==> src/rtl/flex_counter_bank.sv <==
// Bank of independent flexible counters with programmable terminal, direction,
// wrap/saturate/one-shot modes, parallel load, and per-channel arrival flags.
module flex_counter_bank #(
    parameter int NUM_CH    = 4,
    parameter int CNT_BITS  = 8,
    parameter int START_VAL = 1
) (
    input  logic                         clk,
    input  logic                         n_rst,
    input  logic [NUM_CH-1:0]            clear,
    input  logic [NUM_CH-1:0]            load,
    input  logic [NUM_CH-1:0]            count_enable,
    input  logic [NUM_CH-1:0]            count_down,
    input  logic [2*NUM_CH-1:0]          mode,
    input  logic [NUM_CH*CNT_BITS-1:0]   load_val,
    input  logic [NUM_CH*CNT_BITS-1:0]   rollover_val,
    output logic [NUM_CH*CNT_BITS-1:0]   count_out,
    output logic [NUM_CH-1:0]            rollover_flag,
    output logic [NUM_CH-1:0]            rollover_pulse,
    output logic [NUM_CH-1:0]            done,
    output logic                         any_rollover
);

    localparam logic [CNT_BITS-1:0] START_V = CNT_BITS'(START_VAL);

    localparam logic [1:0] MODE_WRAP     = 2'b00;
    localparam logic [1:0] MODE_SATURATE = 2'b01;
    localparam logic [1:0] MODE_ONESHOT  = 2'b10;

    logic [NUM_CH-1:0] rise_s;
    logic              any_r;

    for (genvar i = 0; i < NUM_CH; i++) begin : g_ch
        logic [CNT_BITS-1:0] cnt_r;
        logic [CNT_BITS-1:0] next_cnt_s;
        logic [CNT_BITS-1:0] roll_s;
        logic [CNT_BITS-1:0] term_s;
        logic [1:0]          mode_s;
        logic                done_r;
        logic                next_done_s;
        logic                flag_r;
        logic                next_flag_s;
        logic                pulse_r;

        assign roll_s      = rollover_val[i*CNT_BITS +: CNT_BITS];
        assign mode_s      = mode[2*i +: 2];
        // Terminal follows the live direction input: counting down ends at START_VAL.
        assign term_s      = count_down[i] ? START_V : roll_s;
        assign next_flag_s = (next_cnt_s == term_s);
        assign rise_s[i]   = next_flag_s & ~flag_r;

        // Next count and done: clear > load > enable > hold.
        always_comb begin
            next_cnt_s  = cnt_r;
            next_done_s = done_r;
            if (clear[i]) begin
                next_cnt_s  = START_V;
                next_done_s = 1'b0;
            end else if (load[i]) begin
                next_cnt_s  = load_val[i*CNT_BITS +: CNT_BITS];
                next_done_s = 1'b0;
            end else if (count_enable[i]) begin
                if (done_r) begin
                    next_cnt_s = cnt_r;
                end else if (cnt_r != term_s) begin
                    next_cnt_s = count_down[i] ? (cnt_r - CNT_BITS'(1)) : (cnt_r + CNT_BITS'(1));
                end else begin
                    case (mode_s)
                        MODE_WRAP: next_cnt_s = count_down[i] ? roll_s : START_V;
                        MODE_SATURATE: next_cnt_s = cnt_r;
                        MODE_ONESHOT: begin
                            next_cnt_s  = cnt_r;
                            next_done_s = 1'b1;
                        end
                        default: next_cnt_s = count_down[i] ? roll_s : START_V;
                    endcase
                end
            end else begin
                next_cnt_s = cnt_r;
            end
        end

        // Per-channel state; flag and pulse register alongside the count update.
        always_ff @(posedge clk or negedge n_rst) begin
            if (!n_rst) begin
                cnt_r   <= {CNT_BITS{1'b0}};
                done_r  <= 1'b0;
                flag_r  <= 1'b0;
                pulse_r <= 1'b0;
            end else begin
                cnt_r   <= next_cnt_s;
                done_r  <= next_done_s;
                flag_r  <= next_flag_s;
                pulse_r <= rise_s[i];
            end
        end

        assign count_out[i*CNT_BITS +: CNT_BITS] = cnt_r;
        assign rollover_flag[i]                  = flag_r;
        assign rollover_pulse[i]                 = pulse_r;
        assign done[i]                           = done_r;
    end

    // Bank-wide arrival indicator, aligned with the per-channel pulses.
    always_ff @(posedge clk or negedge n_rst) begin
        if (!n_rst) begin
            any_r <= 1'b0;
        end else begin
            any_r <= |rise_s;
        end
    end

    assign any_rollover = any_r;

endmodule

==> config.mk <==
export PLATFORM = sky130hd
export DESIGN_NAME = flex_counter_bank
export DESIGN_NICKNAME = d
export VERILOG_FILES = /design/src/rtl/flex_counter_bank.sv
export SDC_FILE = /design/constraint.sdc
export NUM_CORES = 1
export LEC_CHECK = 0
export BUFFER_PORTS_ARGS = -buffer_cell sky130_fd_sc_hd__buf_2
export CAP_MARGIN = 20
export CORE_ASPECT_RATIO = 0.5
export CORE_MARGIN = 4
export CORE_UTILIZATION = 50
export CTS_CLUSTER_DIAMETER = 40
export DETAILED_ROUTE_END_ITERATION = 16
export GPL_TIMING_DRIVEN = 0
export PLACE_DENSITY_LB_ADDON = 0.2
export SYNTH_ARGS = -nofsm -noshare
export SYNTH_HDL_FRONTEND = slang
export SYNTH_SLANG_ARGS = --single-unit
==> constraint.sdc <==
create_clock -name clk -period 3.77 [get_ports clk]
set_clock_uncertainty 0.2 [all_clocks]
set_input_delay 0.5655 -clock clk [delete_from_list [all_inputs] [get_ports clk]]
set_output_delay 0.5655 -clock clk [all_outputs]
set_load 0.03 [all_outputs]
## Word-level counts from Yosys, hierarchy flattened

Index checks and enable logic that the tools add are counted.

- Register bits: 45
- Output and inout bits: 45
- Word-level logic and storage cells: 118

- $add $sub $neg: 8
- Equality and inequality tests: 16
- Mux-type cells: 60
- Bitwise gates (word level): 8
- Reductions and logical operators: 9

Operators by type and width:

| cell | count |
|---|---|
| $mux 8 | 36 |
| $add 8x1->8 const B | 4 |
| $eq 8x8->1 | 4 |
| $ne 8x8->1 | 4 |
| $sub 8x1->8 const B | 4 |
| $mux 1 | 24 |
| $reduce_bool 3->1 | 4 |
| $eq 2x1->1 const B | 4 |
| $eq 2x2->1 const B | 4 |
| $reduce_or 2->1 | 4 |
| $and 1x1->1 | 4 |
| $not 1->1 | 4 |
| $reduce_or 4->1 | 1 |

## Logic depth before layout (Yosys ltp)

- Word-level depth: 11
- Mapped depth: 13
- Gate-level depth less buffers: 11

## Worst setup path after synthesis

Ideal clock, no wire load.

- Kind: reg2reg
- Start: reg g_ch[1].cnt_r[1]
- End: reg any_r, in the netlist any_rollover
- Library setup time: 87 ps
- Arrival time: 3,065 ps
- Setup slack: 418 ps
- Stages on the path, launching flop included: 11
- Buffers on the path: 0
- Clock period less this slack: 3,352 ps
- Path through: dfrtp_1 ha_1 a211oi_1 nor3b_1 a41oi_1 xnor2_1 a311oi_1 o22ai_1 or4_4 or4b_4 o2111ai_2

- Longest elaborated chain between the ends: 10

RTL lines:

| element | RTL line | source |
|---|---|---|
| start, declared | 34 | `logic [CNT_BITS-1:0] cnt_r;` |
| start signal, assigned | 86 | `cnt_r <= {CNT_BITS{1'b0}};` |
| start signal, assigned | 91 | `cnt_r <= next_cnt_s;` |
| $add 8x1->8 / $sub 8x1->8 (equally long branches) | 66 | `next_cnt_s = count_down[i] ? (cnt_r - CNT_BITS'(1)) : (cnt_r + CNT_BITS'(1));` |
| $mux 8 | 66 |  |
| $mux 8 | 65 | `end else if (cnt_r != term_s) begin` |
| $mux 8 | 63 | `if (done_r) begin` |
| $mux 8 (*) | 62 | `end else if (count_enable[i]) begin` |
| $mux 8 (*) | 59 | `end else if (load[i]) begin` |
| $mux 8 (*) | 56 | `if (clear[i]) begin` |
| $eq 8x8->1 (*) | 49 | `assign next_flag_s = (next_cnt_s == term_s);` |
| $and 1x1->1 (*) | 50 | `assign rise_s[i] = next_flag_s & ~flag_r;` |
| $reduce_or 4->1 (*) | 109 | `any_r <= \|rise_s;` |
| end signal, assigned | 109 |  |
| end, declared | 31 | `logic any_r;` |

Every way passes the cells marked *; elsewhere a longest branch is shown, timed or not.
A chain may end at the register's enable or synchronous reset.

## Final worst setup path

- Start: in count_down[0]
- End: reg any_r, in the netlist any_rollover

- Longest elaborated chain between the ends: 10

RTL lines:

| element | RTL line | source |
|---|---|---|
| start, declared | 13 | `input logic [NUM_CH-1:0] count_down,` |
| $mux 8 (on tied branches) | 48, 69, 75 |  |
| $ne 8x8->1 / $mux 8 (equally long branches) | -- |  |
| $mux 8 (*) | 65 |  |
| $mux 8 (*) | 63 |  |
| $mux 8 (*) | 62 |  |
| $mux 8 (*) | 59 |  |
| $mux 8 (*) | 56 |  |
| via g_ch[0].next_cnt_s[5] | 35 | `logic [CNT_BITS-1:0] next_cnt_s;` |
| $eq 8x8->1 (*) | 49 |  |
| $and 1x1->1 (*) | 50 |  |
| $reduce_or 4->1 (*) | 109 |  |

Mark *: on every way through the listed nets, which the timed path passes. The rest lies on a longest branch.

==> results.tsv <==
stage	metric	value	unit
status	status	finished clean	
timing	worst_slew_pin_slew	0.839	ns
placed_design	numPortBuffers	128	
clock_tree	clk_path_buf_depth	2	
global_route	grt_pass1_vias	7518	
setup_path	start_kind	input pin	
die	initial_utilization	52.6	%
die	core.rowCount	29	
power	total_power	2.29	mW
drt	vias	8106	
synth	async_flop_share	100	%
setup_path	cp_data_arrival_time	3.72	ns
setup_path	r2r_start	g_ch[1].cnt_r[1]$_DFF_PN0_	
placed_design	dp_slack	-0.385	ns
synth	syn-cell-area	6850	sq um
layout	fill_cells	1200	
hold_path	hold_class	reg2reg	
placed_design	place_area	7700	sq um
die	pin_count	135	
global_route	grtUsageTotal	28.9	%
synth	synth_enable_flop_cells	0	
synth	syn_nets	1054	
setup_path	crit_path_end_kind	flip-flop	
drt	wl_per_cell	19.4	um
hold_path	hold_start	g_ch[0].flag_r$_DFF_PN0_	
timing	fin_crit	3.70	ns
clock_tree	postCtsSetupRepairBufs	0	
die	die_w	174	um
clock_tree	numClockSinks	45	
timing	timing.final.ws_setup	0.0677	ns
drt	totalWireLength	24000	um
synth	synth_ff_type	dfrtp_1	
layout	utilization	60.9	%
synth	yosysUniqueCellTypes	89	
drt	ant_nets	0	
timing	setup_viol	0	
synth	yosysMostFrequentCell	nand2_1	
drt	drt_first_iter_violations	866	
timing	hold_violations	0	
drt	drt-vias-per-instance	6.55	
timing	max_freq	0.270	GHz
placed_design	gp_congestion	0.977	
timing	maxSlewHeadroom	44.1	%
clock_tree	cts_buffers	5	
layout	design_area	7940	sq um
synth	syn_inst	932	
drt	dr.pass1.iters	6	
drt	drc	0	
die	dieArea	15700	sq um
clock_tree	clk_latency	0.30	ns
setup_path	worstPathMaxFanout	10	
power	peakVddDrop	0.170	mV
global_route	grt_max_degree	46	
job	maxCapViolations	0	
timing	finalSetupTns	0	ns
timing	timing.final.crit_share	98.2	%
synth	synth_top_area_share	16.4	%
setup_path	critical_path_class	in2reg	
synth	ys_top_cells_by_count	nand2_1, nor2_1, inv_1, o21ai_0, a21oi_1	
global_route	grt_first_pass_wirelength	38400	um
placed_design	dpl.hpwl	18500	um
timing	maxSlewViolCount	0	
layout	drive_gt1_share	18.0	%
layout	finalNetCount	1189	
synth	syn_avg_cell_area	7.35	sq um
timing	rsz0062_at_grt	no	
setup_path	crit_start	count_down[0]	
synth	synth_top_area_cell	dfrtp_1	
clock_tree	cts-root-buf	clkbuf_16	
power	power.leakage	3.51	nW
global_route	antenna_found_initial	0	
layout	antenna_cells	0	
clock_tree	cts_tree	built	
clock_tree	clkSlewWorstSetupHoldPaths	0.08	ns
layout	syn_to_final_growth	15.9	%
power	powerDensity	289	nW/um^2
clock_tree	htreeDepth	2	
synth	synth_seq_cells	45	
synth	synth.yosys.seq_area_share	16.4	%
setup_path	crit_required	3.79	ns
die	core	13000	sq um
die	dieHeight	90.8	um
synth	yosys_warnings	0	
global_route	overflow	0	
synth	synth_area_leaders	dfrtp_1, ha_1, o21ai_0, a21oi_1, nand2_1	
worst paths after layout:
path                       cells after the start  slack (ns)                    endpoint
hold reg to reg                                1        0.29   g_ch[0].pulse_r$_DFF_PN0_
setup / recovery                              10        0.07      any_rollover$_DFF_PN0_
setup reg to reg                              10        0.11      any_rollover$_DFF_PN0_
max in group asynchronous                      3        2.38  g_ch[1].cnt_r[1]$_DFF_PN0_
min in group asynchronous                      2        0.49  g_ch[2].cnt_r[3]$_DFF_PN0_
hold / removal                                 1        0.29   g_ch[0].pulse_r$_DFF_PN0_
report_power, final:
| group | internal [mW] | total, mW | switching, mW |
|---|---|---|---|
| clock | 0.256 | 0.485 | 0.229 |
| sequential | 0.522 | 0.605 | 0.0824 |
| combinational | 0.463 | 1.20 | 0.741 |
routing by layer:
metal / wire length [um] / up-vias / track usage [%]
met5: 0 / - / 0
met4: 492 / 0 / 7.83
met3: 2330 / 61 / 4.89
met2: 10900 / 453 / 47.0
met1: 10300 / 3793 / 39.7
li1: - / 3799 / -
sequential cells by signal, indices dropped and copies added (netlist names):
name and count:
g_ch.pulse_r 4, g_ch.done_r 4, any_rollover 1, g_ch.flag_r 4, g_ch.cnt_r 32
area by class of cell:
class                           count  area (sq um)  share of cell area, %
Inverter                           58           218                   2.74
Clock buffer                        5           125                   1.58
Buffer                             55           275                   3.47
Multi-Input combinational cell    772          5280                   66.5
Clock inverter                      3          28.8                  0.363
Sequential cell                    45          1130                   14.2
Timing Repair Buffer              130           673                   8.48
Tap cell                          170           213                   2.68
worst max-delay path, cell delays in order:
cell,delay [ns]
clkbuf_4,0.17
clkbuf_4,0.20
or4_1,0.56
a32o_1,0.35
a2111oi_1,0.62
o32ai_2,0.26
xor2_1,0.19
o211ai_1,0.23
nand4_1,0.30
o2111ai_2,0.27
cells in the final DEF (no fill, tap or decap), types with 23 or more instances in the layout:
| cell type | instances |
|---|---|
| dfrtp_1 | 44 |
| clkbuf_1 | 33 |
| nand2_1 | 69 |
| nor2b_1 | 28 |
| o21ai_0 | 56 |
| ha_1 | 28 |
| nand2b_1 | 28 |
| inv_1 | 55 |
| buf_2 | 132 |
| nor2_1 | 66 |
| a21oi_1 | 54 |
| nor3_1 | 37 |
| xnor2_1 | 23 |
stage by stage:
step / cells / hold slack (ns)
after global placement: 1230 / 0.271
after floorplan: 932 / 0.0699
final: 1238 / 0.292
after global routing: 1238 / 0.330
after detailed placement: 1230 / 0.291
after CTS: 1238 / 0.299
what timing repair did:
action	CTS	global route
hold buffers	0	1
pin swaps	0	2
endpoints found under the setup margin	1	8
gates resized for setup	2	19
endpoints found under the hold margin	0	9
kinds of logic after synthesis:
| family | count (synthesis) | share of synthesized area [%] |
|---|---|---|
| AND/OR/NAND/NOR | 366 | 29.1 |
| flip-flops | 45 | 16.4 |
| multiplexers | 10 | 1.48 |
| buffers and inverters | 115 | 7.23 |
| AO/OA/AOI/OAI | 320 | 33.8 |
| XOR/XNOR | 44 | 5.63 |
| adder cells (fa/ha/maj) | 32 | 6.28 |
(Power assumes the default switching activity.)
